$ cat src/rtl/mdu.sv
// ----------------------------------------------------------------------------
// mdu - multi-cycle multiply/divide unit with HI/LO registers.
//
// Executes multu/mult/divu/div with a fixed busy latency and mthi/mtlo writes.
// HI/LO always show the last committed results; a multiply/divide result is
// held in pending registers until the counter expires, then committed.
//
// Optional feature macro: MDU_DIV_EN
//   defined   : divu/div (op 010/011) are implemented.
//   undefined : divider compiled out; op 010/011 behave as no-ops and
//               DIV_CYCLES has no effect.
//
// Parameters:
//   MULT_CYCLES  busy cycles for multu/mult (1..15)
//   DIV_CYCLES   busy cycles for divu/div   (1..15)
//
// Ports:
//   clk    in   1   rising-edge clock
//   reset  in   1   asynchronous active-low reset
//   start  in   1   request strobe, sampled with op/a/b
//   op     in   3   000 multu, 001 mult, 010 divu, 011 div, 100 mthi, 101 mtlo
//   a      in  32   rs operand
//   b      in  32   rt operand
//   busy   out  1   operation in flight (registered)
//   done   out  1   one-cycle pulse after HI/LO commit (registered)
//   hi     out 32   HI register
//   lo     out 32   LO register
// ----------------------------------------------------------------------------
module mdu #(
  parameter int MULT_CYCLES = 5,
  parameter int DIV_CYCLES  = 10
) (
  input  logic        clk,
  input  logic        reset,
  input  logic        start,
  input  logic [2:0]  op,
  input  logic [31:0] a,
  input  logic [31:0] b,
  output logic        busy,
  output logic        done,
  output logic [31:0] hi,
  output logic [31:0] lo
);

  typedef enum logic [0:0] {
    ST_IDLE = 1'b0,
    ST_BUSY = 1'b1
  } state_e;

  localparam logic [3:0] MULT_CNT = 4'(MULT_CYCLES);
  localparam logic [3:0] DIV_CNT  = 4'(DIV_CYCLES);

  state_e      state_q, state_d;
  logic [3:0]  cnt_q, cnt_d;
  logic [31:0] pend_hi_q, pend_hi_d;
  logic [31:0] pend_lo_q, pend_lo_d;
  logic        pend_wr_q, pend_wr_d;
  logic        done_q, done_d;
  logic [31:0] hi_q, hi_d;
  logic [31:0] lo_q, lo_d;

  logic        is_mul_s;
  logic        is_div_s;
  logic        last_s;
  logic        accept_s;
  logic [3:0]  cnt_load_s;
  logic [63:0] mul_a_s;
  logic [63:0] mul_b_s;
  logic [63:0] prod_s;
  logic [31:0] quo_s;
  logic [31:0] rem_s;

  // Request decode; a new request is also taken on the final busy edge
  // so that back-to-back issue loses no cycle.
  always_comb begin
    is_mul_s   = (op[2:1] == 2'b00);
`ifdef MDU_DIV_EN
    is_div_s   = (op[2:1] == 2'b01);
`else
    is_div_s   = 1'b0;
`endif
    last_s     = (state_q == ST_BUSY) && (cnt_q == 4'd1);
    accept_s   = start && ((state_q == ST_IDLE) || last_s);
    cnt_load_s = op[1] ? DIV_CNT : MULT_CNT;
  end

  // 64-bit product: sign-extending both operands to 64 bits makes the
  // low 64 bits of an unsigned multiply equal the signed product.
  always_comb begin
    mul_a_s = {{32{op[0] & a[31]}}, a};
    mul_b_s = {{32{op[0] & b[31]}}, b};
    prod_s  = mul_a_s * mul_b_s;
  end

`ifdef MDU_DIV_EN
  logic        neg_a_s;
  logic        neg_b_s;
  logic [31:0] abs_a_s;
  logic [31:0] abs_b_s;
  logic [31:0] uq_s;
  logic [31:0] ur_s;

  // Sign-magnitude divide: the magnitude quotient truncates toward zero,
  // and 0x80000000 / -1 wraps back to 0x80000000 naturally.
  always_comb begin
    neg_a_s = op[0] & a[31];
    neg_b_s = op[0] & b[31];
    abs_a_s = neg_a_s ? (32'd0 - a) : a;
    abs_b_s = neg_b_s ? (32'd0 - b) : b;
    if (abs_b_s == 32'd0) begin
      uq_s = 32'd0;
      ur_s = 32'd0;
    end else begin
      uq_s = abs_a_s / abs_b_s;
      ur_s = abs_a_s % abs_b_s;
    end
    quo_s = (neg_a_s ^ neg_b_s) ? (32'd0 - uq_s) : uq_s;
    rem_s = neg_a_s ? (32'd0 - ur_s) : ur_s;
  end
`else
  assign quo_s = 32'd0;
  assign rem_s = 32'd0;
`endif

  // Next-state: countdown/commit first, then a newly accepted request,
  // so an mthi/mtlo on the commit edge overrides the committed value.
  always_comb begin
    state_d   = state_q;
    cnt_d     = cnt_q;
    pend_hi_d = pend_hi_q;
    pend_lo_d = pend_lo_q;
    pend_wr_d = pend_wr_q;
    done_d    = 1'b0;
    hi_d      = hi_q;
    lo_d      = lo_q;

    if (state_q == ST_BUSY) begin
      cnt_d = cnt_q - 4'd1;
      if (cnt_q == 4'd1) begin
        state_d = ST_IDLE;
        done_d  = 1'b1;
        if (pend_wr_q) begin
          hi_d = pend_hi_q;
          lo_d = pend_lo_q;
        end else begin
          hi_d = hi_q;
          lo_d = lo_q;
        end
      end else begin
        state_d = ST_BUSY;
      end
    end else begin
      cnt_d = cnt_q;
    end

    if (accept_s) begin
      if (is_mul_s) begin
        state_d   = ST_BUSY;
        cnt_d     = cnt_load_s;
        pend_hi_d = prod_s[63:32];
        pend_lo_d = prod_s[31:0];
        pend_wr_d = 1'b1;
      end else if (is_div_s) begin
        state_d   = ST_BUSY;
        cnt_d     = cnt_load_s;
        pend_hi_d = rem_s;
        pend_lo_d = quo_s;
        pend_wr_d = (b != 32'd0);
      end else if (op == 3'b100) begin
        hi_d = a;
      end else if (op == 3'b101) begin
        lo_d = a;
      end else begin
        state_d = state_d;
      end
    end else begin
      state_d = state_d;
    end
  end

  // State and datapath registers.
  always_ff @(posedge clk or negedge reset) begin
    if (!reset) begin
      state_q   <= ST_IDLE;
      cnt_q     <= 4'd0;
      pend_hi_q <= 32'd0;
      pend_lo_q <= 32'd0;
      pend_wr_q <= 1'b0;
      done_q    <= 1'b0;
      hi_q      <= 32'd0;
      lo_q      <= 32'd0;
    end else begin
      state_q   <= state_d;
      cnt_q     <= cnt_d;
      pend_hi_q <= pend_hi_d;
      pend_lo_q <= pend_lo_d;
      pend_wr_q <= pend_wr_d;
      done_q    <= done_d;
      hi_q      <= hi_d;
      lo_q      <= lo_d;
    end
  end

  assign busy = (state_q == ST_BUSY);
  assign done = done_q;
  assign hi   = hi_q;
  assign lo   = lo_q;

endmodule

$ cat config.mk
export PLATFORM = sky130hd
export DESIGN_NAME = mdu
export DESIGN_NICKNAME = d
export VERILOG_FILES = /design/src/rtl/mdu.sv
export SDC_FILE = /design/constraint.sdc
export NUM_CORES = 2
export LEC_CHECK = 0
export CORE_MARGIN = 3
export CORE_UTILIZATION = 57
export DETAILED_ROUTE_END_ITERATION = 8
export PLACE_DENSITY = 0.75
export SYNTH_ARGS = -nofsm -noshare
export SYNTH_HDL_FRONTEND = slang
export SYNTH_SLANG_ARGS = --single-unit
$ cat constraint.sdc
create_clock -name clk -period 2.7 [get_ports clk]
set_input_delay 0.27 -clock clk [delete_from_list [all_inputs] [get_ports clk]]
set_output_delay 0.27 -clock clk [all_outputs]
set_load 0.005 [all_outputs]
After elaboration in Yosys (flattened, before gate mapping)
Cells that the tools add are included.
Word-level totals
  input port bits: 70
  output and inout port bits: 66
  word-level logic and storage cells: 44
  register bits after elaboration: 135
Cells by class
  reductions and logical operators: 5
  add/subtract/negate cells: 1
  muxes and demuxes: 23
  $mul: 1
  equality and inequality tests: 3
  bitwise logic cells: 3
Operators with widths (number)
  $mux 32: 13
  $mul 33x33->64: 1
  $mux 4: 4
  $eq 3x3->1 const B: 2
  $mux 1: 6
  $eq 4x1->1 const B: 1
  $sub 4x1->4 const B: 1
  $and 1x1->1: 2
  $logic_and 1x1->1: 2
  $logic_not 2->1: 1
  $reduce_and 2->1: 1
  $logic_or 1x1->1: 1
  $not 1->1: 1

Longest topological paths before layout
  depth in word-level cells: 7
  mapped depth: 30
  mapped depth without buffers: 27

Least setup slack after synthesis
No wires, ideal clock.
  kind: in2reg
  start: in a[31]
  end: reg pend_hi_q[30]
  path buffers: 3
  path slack: -5.331 ns
  arrival: 7.900 ns
  library setup time: 0.131 ns
  stages on the path: 26
  data required time: 2.569 ns
  cell sequence: clkbuf_1 -> and2_0 -> clkbuf_1 -> nand2_1 -> inv_1 -> fa_1 -> fa_1 -> fa_1 -> inv_1 -> fa_1 -> inv_1 -> fa_1 -> fa_1 -> inv_1 -> fa_1 -> fa_1 -> inv_1 -> ha_1 -> clkbuf_1 -> a21oi_1 -> o21ai_0 -> a221o_1 -> a31oi_1 -> a21o_1 -> a2111oi_0 -> or3_1
On the way
  word-level cells in the longest chain between the ends: 2
RTL lines
  start: declaration: line 37  | input logic [31:0] a,
  $and 1x1->1: line 90  | mul_a_s = {{32{op[0] & a[31]}}, a};
  $mul 33x33->64 *: line 92  | prod_s = mul_a_s * mul_b_s;
  end signal: assignment: line 195  | pend_hi_q <= pend_hi_d;
  end: declaration: line 55  | logic [31:0] pend_hi_q, pend_hi_d;
Every way passes the cells marked *; elsewhere a longest branch is shown, timed or not.
A chain may end at the register's enable or synchronous reset.

Worst setup path after layout
  start: in a[20]
  end: reg pend_hi_q[31]
On the way
  word-level cells in the longest chain between the ends: 1
RTL lines (line)
  $mul 33x33->64: 92
Every way passes these cells.

==> out/qor.csv <==
stage;metric;value;unit
floorplanning;die height;283;µm
sta;Final Hold Vio Count;0;
sta;min Tclk post-route;7840;ps
clock_tree;H-tree Lvls;4;
place;PortBufs;135;
global_routing;first-pass GRT wire length;237000;µm
synth;share of the yosys chip area belonging to registers;7.73;%
global_routing;GR peak layer;met2;
synth;area share of the largest cell type after synthesis;51.5;%
detailed_routing;WL/cell;25.6;µm
sta;final setup vio count;60;
final_layout;layout cells sized above 1;27.2;%
place;Placer Congestion;0.942;
sta;max-slew violations;0;
detailed_routing;Post-DRT Antenna Nets;0;
detailed_routing;drt drc;0;
worst_setup_path;WP data required;3040;ps
synth;Seq cells post-synth;135;
synth;Avg Cell Area, Syn;9.21;µm²
synth;mapped cell area;0.0437;mm²
synth;Ys Warns;0;
floorplanning;Die ar.;0.0801;mm²
sta;RSZ-0062 raised after global routing;true;
worst_hold_path;Worst Hold Class;input port to flip-flop;
worst_setup_path;crit-path max FO;10;
sta;Worst-Margin Slew;691;ps
global_routing;vias in the first global route;41900;
floorplanning;Initial Util;58.1;%
clock_tree;clk buf depth;2;
global_routing;initial antenna violation count;8;
sta;Worst Clk Skew;8.76;ps
final_layout;Nets;6845;
outcome;status;finished, violations left;
worst_setup_path;Worst R2R Path Depth;8;
detailed_routing;DR vias;38600;
sta;fmax;128;MHz
outcome;failing checks;negative setup slack;
detailed_routing;DR pass1 iterations;6;
synth;Synth area leaders;fa_1 52%, inv_1 9.4%, dfrtp_1 7.7%;
global_routing;GR Layer Usage met1;45.3;%
synth;Yosys top cell by area;fa_1;
synth;Primary FF master, synth;dfrtp_1;
global_routing;Remaining Overflow, GRT;0;
worst_hold_path;hold depth;3;
global_routing;grt met2 use;63.5;%
synth;Syn Inst Count;4745;
floorplanning;Die Wd;283;µm
sta;slew margin rel.;54.0;%
detailed_routing;vias per inst;5.96;
synth;Synth async-reset ratio;100;%
worst_setup_path;WS Path Type;input port to flip-flop;
clock_tree;CTS Buf Count;17;
global_routing;All-Layer GR Usage;38.8;%
synth;Post-synth EDFFs;0;
synth;Netlist cell types;74;
clock_tree;Root Buffer;clkbuf_16;
detailed_routing;drt initial violations;3758;
synth;most common cell in the netlist;fa_1;
final_layout;Area Growth Syn to Fin;32.4;%
synth;synth cell count leaders;1125 x fa_1, 1093 x inv_1, 848 x nand2_1;
global_routing;largest net degree at the start of global routing;68;
clock_tree;Reg clk slew, reported paths;70;ps
detailed_routing;Total Wirelength;166000;µm
floorplanning;row cnt;100;
clock_tree;Skew-Pair Late Insertion Delay;420;ps
sta;final hold slack;283;ps
floorplanning;Core ar.;0.0752;mm²
floorplanning;count of boundary I/O pins;136;
worst_setup_path;endpoint class of the critical path;flip-flop;
clock_tree;CTS tree;built;
clock_tree;clock sinks;135;
final_layout;final core occ;77.0;%
place;HPWL after DPL;109000;µm
sta;post-layout worst setup margin;-5140;ps
worst_setup_path;crit path launch type;input port;
synth;syn_nets;6154;
worst_setup_path;crit path DAT;8180;ps
run;Max-Cap Viols;0;
sta;post-route clock period utilization;290;%
global_routing;grt met3 use;8.58;%
[layout by cell type, fill, tap and decap left out, drive strengths merged, types with 25 or more instances in the layout]
cell / count
a21o: 46
a21oi: 89
and2: 351
and3: 27
buf: 840
bufbuf: 25
clkbuf: 26
clkdlybuf4s50: 69
dfrtp: 135
fa: 1125
ha: 214
inv: 1099
mux2i: 67
nand2: 848
nand3: 28
nor2: 99
o21ai: 95
xnor2: 47
[routing by layer]
layer | share of wire (%) | up-vias
met2 | 46 | 3001
met5 | 0.050 | -
li1 | - | 15200
met1 | 31 | 19200
met4 | 10 | 12
met3 | 13 | 1190
[registers in the layout (all words and copies together), names as in the netlist]
name	flops
pend_lo_q	32
cnt_q	4
pend_wr_q	1
done	1
lo	32
busy	1
hi	32
pend_hi_q	32
[cell type report]
cell class / instances / area [µm²]
diodes: 5 / 12.5
clock buffers: 18 / 429
clock inverters: 14 / 215
fillers: 4245 / 17300
inverters: 1093 / 4120
multi-input cells: 3231 / 38000
flip-flops and latches: 135 / 3380
well taps: 1020 / 1280
repair buffers: 957 / 10400
repair inverters: 1 / 6.26
[logic make-up after synthesis]
family                     count (synthesis)  synth area share [%]
AOI/OAI and AO/OA                        322                  4.76
xor gates and xnor gates                  66                  1.32
adders and majority gates               1339                  57.6
buffers and inverters                   1379                  11.9
DFF                                      135                  7.73
muxes                                     70                  1.61
and+or+nand+nor                         1434                  15.1
[repair_timing]
| item | 4_1_cts | 5_1_grt |
|---|---|---|
| gates resized for setup | 756 | 272 |
| cloned | 34 | 3 |
| pin swaps | 312 | 227 |
| hold buffers | 1 | 0 |
| endpoints found under the setup margin | 61 | 60 |
| endpoints found under the hold margin | 41 | 0 |
| setup buffers | 186 | 55 |
[through the flow]
step	area (µm²)	setup slack [ps]	std cells	TNS, ps
2_1_floorplan	45300	-4520	4745	-200670
3_3_place_gp	51400	-5330	6191	-268360
3_5_place_dp	51400	-5490	6191	-271110
4_1_cts	56600	-4490	6433	-218260
5_1_grt	57900	-5170	6471	-254840
6_report	57900	-5140	6474	-251730
[path summary, 6_finish.rpt]
| path | startpoint | to | slack (ps) |
|---|---|---|---|
| hold reg to reg | pend_lo_q[0]$_DFFE_PN0P_ | pend_lo_q[0]$_DFFE_PN0P_ | 480 |
| max in group asynchronous | reset | pend_lo_q[17]$_DFFE_PN0P_ | 1630 |
| setup / recovery | a[20] | pend_hi_q[31]$_DFFE_PN0P_ | -5140 |
| hold / removal | a[24] | lo[24]$_DFF_PN0_ | 280 |
| setup reg to reg | cnt_q[0]$_DFF_PN0_ | pend_lo_q[22]$_DFFE_PN0P_ | 230 |
| min in group asynchronous | reset | lo[10]$_DFF_PN0_ | 330 |
[worst max-delay path, stage by stage]
cell	delay, ps
buf_6	260
buf_4	210
nand2_1	270
fa_1	760
fa_1	630
inv_2	40
fa_1	510
inv_2	40
fa_1	530
inv_2	50
fa_1	460
fa_1	520
fa_1	540
inv_1	50
fa_1	570
inv_2	70
ha_4	290
nand4_1	170
nor3_4	230
buf_4	150
a221oi_4	90
o41ai_4	360
buf_4	200
a31oi_4	30
a2111o_1	480
and3_4	190
o31ai_2	160
Power is left out: the tool's default activity adds up to more than one toggle a clock period on the data nets, which glitch-free logic cannot reach.
